`src/rtl/encrypt_out_buffer_if.sv`:
```
// rtl/encrypt_out_buffer_if.sv - pipeline result capture and output stream bundle
interface encrypt_out_buffer_if #(
    parameter int AW = 4
);
    logic          compute_resq;
    logic [64:0]   encrypt_data;
    logic          encrypt_data_valid;
    logic          issue_ok;
    logic [63:0]   m_data;
    logic          m_last;
    logic          m_valid;
    logic          m_ready;
    logic [AW:0]   level;
    logic [15:0]   pkt_cnt;
    logic          overflow;

    // Buffer side
    modport slave (
        input  compute_resq, encrypt_data, encrypt_data_valid, m_ready,
        output issue_ok, m_data, m_last, m_valid, level, pkt_cnt, overflow
    );

    // Request source / consumer side
    modport master (
        output compute_resq, encrypt_data, encrypt_data_valid, m_ready,
        input  issue_ok, m_data, m_last, m_valid, level, pkt_cnt, overflow
    );
endinterface

```
`src/rtl/encrypt_out_buffer.sv`:
```
// rtl/encrypt_out_buffer.sv - credit-protected FWFT buffer behind the encryption pipeline
module encrypt_out_buffer #(
    parameter int DEPTH = 16,
    parameter int AW    = 4
) (
    input  logic                  clk,
    input  logic                  reset,
    encrypt_out_buffer_if.slave   bus
);
    localparam logic [AW:0]   LEVEL_FULL = (AW+1)'(DEPTH);
    localparam logic [AW+1:0] RSV_LIMIT  = (AW+2)'(DEPTH);
    localparam logic [AW+1:0] RSV_MAX    = (AW+2)'(2*DEPTH-1);

    logic [64:0]   mem [DEPTH];

    logic [AW-1:0] wr_ptr_q, wr_ptr_d;
    logic [AW-1:0] rd_ptr_q, rd_ptr_d;
    logic [AW:0]   level_q, level_d;
    logic [AW+1:0] rsv_q, rsv_d;
    logic [15:0]   pkt_cnt_q, pkt_cnt_d;
    logic          overflow_q, overflow_d;

    logic [64:0]   head;
    logic          out_valid;
    logic          full;
    logic          pop;
    logic          push;

    // Head word is read straight from storage so it is visible the cycle after its push
    assign head      = mem[rd_ptr_q];
    assign out_valid = (level_q != '0);
    assign full      = (level_q == LEVEL_FULL);
    assign pop       = out_valid & bus.m_ready;
    // A full buffer still takes a word when a slot frees in the same cycle
    assign push      = bus.encrypt_data_valid & (~full | pop);

    assign bus.m_valid  = out_valid;
    assign bus.m_data   = head[63:0];
    assign bus.m_last   = head[64];
    assign bus.level    = level_q;
    assign bus.pkt_cnt  = pkt_cnt_q;
    assign bus.overflow = overflow_q;
    // Decoded from the reservation register only, never from this cycle's inputs
    assign bus.issue_ok = (rsv_q < RSV_LIMIT);

    // Next-state for pointers, occupancy, reservations and pop-side statistics
    always_comb begin
        wr_ptr_d   = wr_ptr_q;
        rd_ptr_d   = rd_ptr_q;
        level_d    = level_q;
        rsv_d      = rsv_q;
        pkt_cnt_d  = pkt_cnt_q;
        overflow_d = overflow_q;

        if (push) begin
            wr_ptr_d = wr_ptr_q + AW'(1);
        end
        if (pop) begin
            rd_ptr_d = rd_ptr_q + AW'(1);
        end

        if (push && !pop) begin
            level_d = level_q + (AW+1)'(1);
        end else if (pop && !push) begin
            level_d = level_q - (AW+1)'(1);
        end

        if (bus.encrypt_data_valid && full && !pop) begin
            overflow_d = 1'b1;
        end

        // Reservations cover stored words plus words still inside the pipeline
        if (bus.compute_resq && !pop) begin
            if (rsv_q != RSV_MAX) begin
                rsv_d = rsv_q + (AW+2)'(1);
            end
        end else if (pop && !bus.compute_resq) begin
            if (rsv_q != '0) begin
                rsv_d = rsv_q - (AW+2)'(1);
            end
        end

        if (pop && head[64]) begin
            pkt_cnt_d = pkt_cnt_q + 16'd1;
        end
    end

    // Control state with asynchronous clear
    always_ff @(posedge clk or posedge reset) begin
        if (reset) begin
            wr_ptr_q   <= '0;
            rd_ptr_q   <= '0;
            level_q    <= '0;
            rsv_q      <= '0;
            pkt_cnt_q  <= '0;
            overflow_q <= 1'b0;
        end else begin
            wr_ptr_q   <= wr_ptr_d;
            rd_ptr_q   <= rd_ptr_d;
            level_q    <= level_d;
            rsv_q      <= rsv_d;
            pkt_cnt_q  <= pkt_cnt_d;
            overflow_q <= overflow_d;
        end
    end

    // Storage array; contents need no reset
    always_ff @(posedge clk) begin
        if (push) begin
            mem[wr_ptr_q] <= bus.encrypt_data;
        end
    end
endmodule

```
`src/flat_wrapper.sv`:
```
// flat-port wrapper written by rule: the top's interface ports become plain ports
module encrypt_out_buffer_flat 
#(
    parameter int DEPTH = 16,
    parameter int AW    = 4
)
  (clk, reset, bus_compute_resq, bus_encrypt_data, bus_encrypt_data_valid, bus_m_ready, bus_issue_ok, bus_m_data, bus_m_last, bus_m_valid, bus_level, bus_pkt_cnt, bus_overflow);
  encrypt_out_buffer_if #(.AW(AW)) bus_i ();
  input  logic clk;
  input  logic reset;
  input wire logic [$bits(bus_i.compute_resq)-1:0] bus_compute_resq;
  input wire logic [$bits(bus_i.encrypt_data)-1:0] bus_encrypt_data;
  input wire logic [$bits(bus_i.encrypt_data_valid)-1:0] bus_encrypt_data_valid;
  input wire logic [$bits(bus_i.m_ready)-1:0] bus_m_ready;
  output wire logic [$bits(bus_i.issue_ok)-1:0] bus_issue_ok;
  output wire logic [$bits(bus_i.m_data)-1:0] bus_m_data;
  output wire logic [$bits(bus_i.m_last)-1:0] bus_m_last;
  output wire logic [$bits(bus_i.m_valid)-1:0] bus_m_valid;
  output wire logic [$bits(bus_i.level)-1:0] bus_level;
  output wire logic [$bits(bus_i.pkt_cnt)-1:0] bus_pkt_cnt;
  output wire logic [$bits(bus_i.overflow)-1:0] bus_overflow;
  assign bus_i.compute_resq = bus_compute_resq;
  assign bus_i.encrypt_data = bus_encrypt_data;
  assign bus_i.encrypt_data_valid = bus_encrypt_data_valid;
  assign bus_i.m_ready = bus_m_ready;
  assign bus_issue_ok = bus_i.issue_ok;
  assign bus_m_data = bus_i.m_data;
  assign bus_m_last = bus_i.m_last;
  assign bus_m_valid = bus_i.m_valid;
  assign bus_level = bus_i.level;
  assign bus_pkt_cnt = bus_i.pkt_cnt;
  assign bus_overflow = bus_i.overflow;
  encrypt_out_buffer #(.DEPTH(DEPTH), .AW(AW)) u_core (.clk(clk), .reset(reset), .bus(bus_i));
endmodule
```
`config.mk`:
```
export PLATFORM = sky130hd
export DESIGN_NAME = encrypt_out_buffer_flat
export DESIGN_NICKNAME = d
export VERILOG_FILES = /design/src/rtl/encrypt_out_buffer_if.sv /design/src/rtl/encrypt_out_buffer.sv /design/src/flat_wrapper.sv
export SDC_FILE = /design/constraint.sdc
export NUM_CORES = 1
export LEC_CHECK = 0
export ABC_AREA = 1
export CAP_MARGIN = 40
export CORE_MARGIN = 4
export CORE_UTILIZATION = 60
export DETAILED_ROUTE_END_ITERATION = 6
export HOLD_SLACK_MARGIN = 0.15
export PLACE_DENSITY = 0.76
export SLEW_MARGIN = 20
export SYNTH_ARGS = -nofsm -noshare
export SYNTH_HDL_FRONTEND = slang
export SYNTH_SLANG_ARGS = --single-unit
export TNS_END_PERCENT = 10
```
`constraint.sdc`:
```
create_clock -name clk -period 6.35 [get_ports clk]
set_clock_uncertainty 0.05 [all_clocks]
set_input_delay 0.635 -clock clk [delete_from_list [all_inputs] [get_ports clk]]
set_output_delay 0.635 -clock clk [all_outputs]
set_load 0.005 [all_outputs]
```
==> flow_metrics.tcl <==
set metrics [dict create \
    nNetsFinal 3315 \
    synth_edf_count 1040 \
    top_layer_used "met5" \
    cp.depth 7 \
    synth.top_cell.area_share 0.735 \
    grt_max_degree 263 \
    status "complete, but fails checks" \
    yosysSeqAreaShare 0.756 \
    final_antenna_net_count 0 \
    fp.dieW_um 274 \
    period_minus_slack_ns 5.17 \
    r2r_start "u_core.bus.level[0]" \
    multi_input_area_um2 9240 \
    ys_warn_count 0 \
    die-area_um2 75200 \
    synthAdderAreaFrac 0.00536 \
    synth_top_cells_by_area "edfxtp_1 (73%), o21ai_0 (5.7%), nor2_1 (5.3%), o221ai_1 (2.9%), dfrtp_1 (2.1%)" \
    critPathTopFamily "buffers and inverters" \
    setup-tns-final_ns 0 \
    drive_gt1_frac 0.0697 \
    grt_pass1_wl_um 158000 \
    synth_xor_area_frac 0.00515 \
    cellPowerDensity_nw_per_um2 463 \
    cts_sinks 1076 \
    initial_core_util 0.606 \
    grt_pass1_vias 27000 \
    holdWs_ns 0.375 \
    rows 97 \
    max_freq_mhz 193 \
    rsz0062_at_grt "no" \
    clockBufferDepth 3 \
    finalNonFillerCells 4259 \
    nFillCells 4546 \
    worstMarginPinSlew_ns 1.21 \
    pin_count 159 \
    stdcell_area_um2 48600 \
    route.met2.wl_um 52500 \
    cts_tree "done" \
    grt_antenna_before_repair 6 \
    drt-initial-drc-count 3640 \
    ys_types 34 \
    cts_resized 0 \
    detailed_place_hpwl_um 52100 \
    dp.cells 4061 \
    crit_path_max_fanout 202 \
    rr_worst_depth 7 \
    synth-seq-cells 1076 \
    vdd_drop_max_v 0.000424 \
    cpPeakStageDelay_ns 0.80 \
    cts_root_buf "clkbuf_16" \
    avgSynthCellArea_um2 13.6 \
    layout_commonest_cell "edfxtp_1" \
    end_kind "primary output" \
    r2r_end "u_core.mem[11][33]" \
    synth-compound-area-share 0.121 \
    io_buffers 158 \
    ys_async_sr_fraction 0.0335 \
    final.period_utilization 0.814 \
    yosys.area_share.simple 0.0833 \
    grt_use_total 0.276 \
    synth_top_cell_by_area "edfxtp_1" \
    max_slew_margin 0.191 \
    final-setup-viol-count 0 \
    placed_area_um2 45200 \
    setup_ws_ns 1.18 \
    critPathLaunchType "flop" \
    final_util 0.692 \
    syn_inst 3124 \
    drt-met1-wl_um 38900 \
    leakagePower_nw 15.7 \
    postCtsHoldBufs 0 \
    r2r_setup_slack_ns 2.88 \
    synth_ff_type "edfxtp_1" \
    critical_path_buf_inv_count 3 \
    synth_top_family_by_area "compound AO/OA/AOI/OAI gates" \
    vias 27400 \
    cp_cell_sequence "buf_12 -> buf_4 -> o21ai_0 -> o221ai_1 -> nand3_1 -> nand2_1 -> clkdlybuf4s50_1" \
    syn2layout_area_growth_pct 14.2 \
    cts_setup_buffers 0 \
    htree_levels 3 \
    wl_um 105000 \
    violations "design-rule violations" \
    slew_violations 0 \
    gr-total-overflow 0 \
    clk_latency_ns 0.65 \
    drv_cap 0 \
    die_height_um 274 \
    final_cell_mix "edfxtp_1 (1040), nor2_1 (586), o21ai_0 (481)" \
    drtPass1Iterations 7 \
    seq_area_um2 32100 \
    met3_length_um 10500 \
    crit_type "reg -> out" \
    arrival_ns 4.48 \
    worst_path_max_delay_cell "buf_4" \
    required_ns 5.66 \
    design.core.area_um2 70100 \
    drt-wirelength-per-cell_um 24.7 \
    drc 10 \
    synthMuxAreaShare 0 \
    place_ws_ns 2.02 \
    cts_buffers 103 \
    syn_nets 3211 \
    final-hold-violation-count 0 \
    syn_area_um2 42500 \
    clk_pin_slew_ns 0.06 \
    gp_congestion 0.789 \
    min_path_type "in -> async" \
    viasPerCell 6.44 \
    p_total_mw 22.5 \
]
-- tightest hold or removal path, cell delays in order --
cell and delay [ns]:
clkdlybuf4s50_1 0.40, inv_1 0.05, buf_4 0.44
-- power breakdown --
group / total (mW) / internal [mW] / switching [mW]
registers: 8.90 / 8.55 / 0.349
logic: 7.63 / 2.66 / 4.97
clock network: 5.98 / 3.41 / 2.57
-- cell usage after synthesis (8+ instances only) --
cell / instances
edfxtp_1: 1040
o22ai_1: 59
o21ai_0: 481
clkbuf_1: 79
o221ai_1: 140
nand2_1: 163
xor2_1: 19
inv_1: 46
buf_1: 10
nor2_1: 602
clkbuf_2: 12
o211ai_1: 116
buf_2: 95
dfrtp_1: 36
buf_4: 8
o21ai_1: 42
buf_6: 13
ha_1: 15
nand3_1: 110
-- state kept, by name, summed over array words and instances (netlist names) --
name / count
u_core.bus.level: 5
u_core.bus.overflow: 1
u_core.bus.pkt_cnt: 16
u_core.mem: 1040
u_core.rd_ptr_q: 4
u_core.rsv_q: 6
u_core.wr_ptr_q: 4
-- final cells by class --
| type | count | area share |
|---|---|---|
| Tap cell | 940 | 0.0242 |
| Antenna cell | 5 | 0.000258 |
| Inverter | 50 | 0.00440 |
| Multi-Input combinational cell | 1781 | 0.190 |
| Clock inverter | 68 | 0.0129 |
| Sequential cell | 1076 | 0.662 |
| Timing Repair Buffer | 216 | 0.0511 |
| Clock buffer | 123 | 0.0550 |
-- cells by family after synthesis --
group / Yosys count
xor gates and xnor gates: 25
AOI/OAI and AO/OA: 846
adders and majority gates: 17
DFF: 1076
buffers and inverters: 267
and+or+nand+nor: 893
-- worst max path at each step --
stage,slack [ns],endpoint,startpoint
2_1_floorplan,1.97,u_core.mem[11][0],bus_m_ready
3_3_place_gp,2.11,bus_m_data[13],u_core.rd_ptr_q[1]
3_5_place_dp,2.02,bus_m_data[20],u_core.rd_ptr_q[1]
4_1_cts,1.24,bus_m_data[16],u_core.rd_ptr_q[1]
5_1_grt,1.03,bus_m_data[16],u_core.rd_ptr_q[1]
6_report,1.18,bus_m_data[16],u_core.rd_ptr_q[1]
-- routing by layer --
| layer | track usage | up-vias |
|---|---|---|
| li1 | - | 12000 |
| met1 | 0.370 | 13500 |
| met2 | 0.459 | 1700 |
| met3 | 0.0455 | 254 |
| met4 | 0.110 | 2 |
| met5 | 0 | - |
Note: power is estimated with default switching activity, not from simulation.
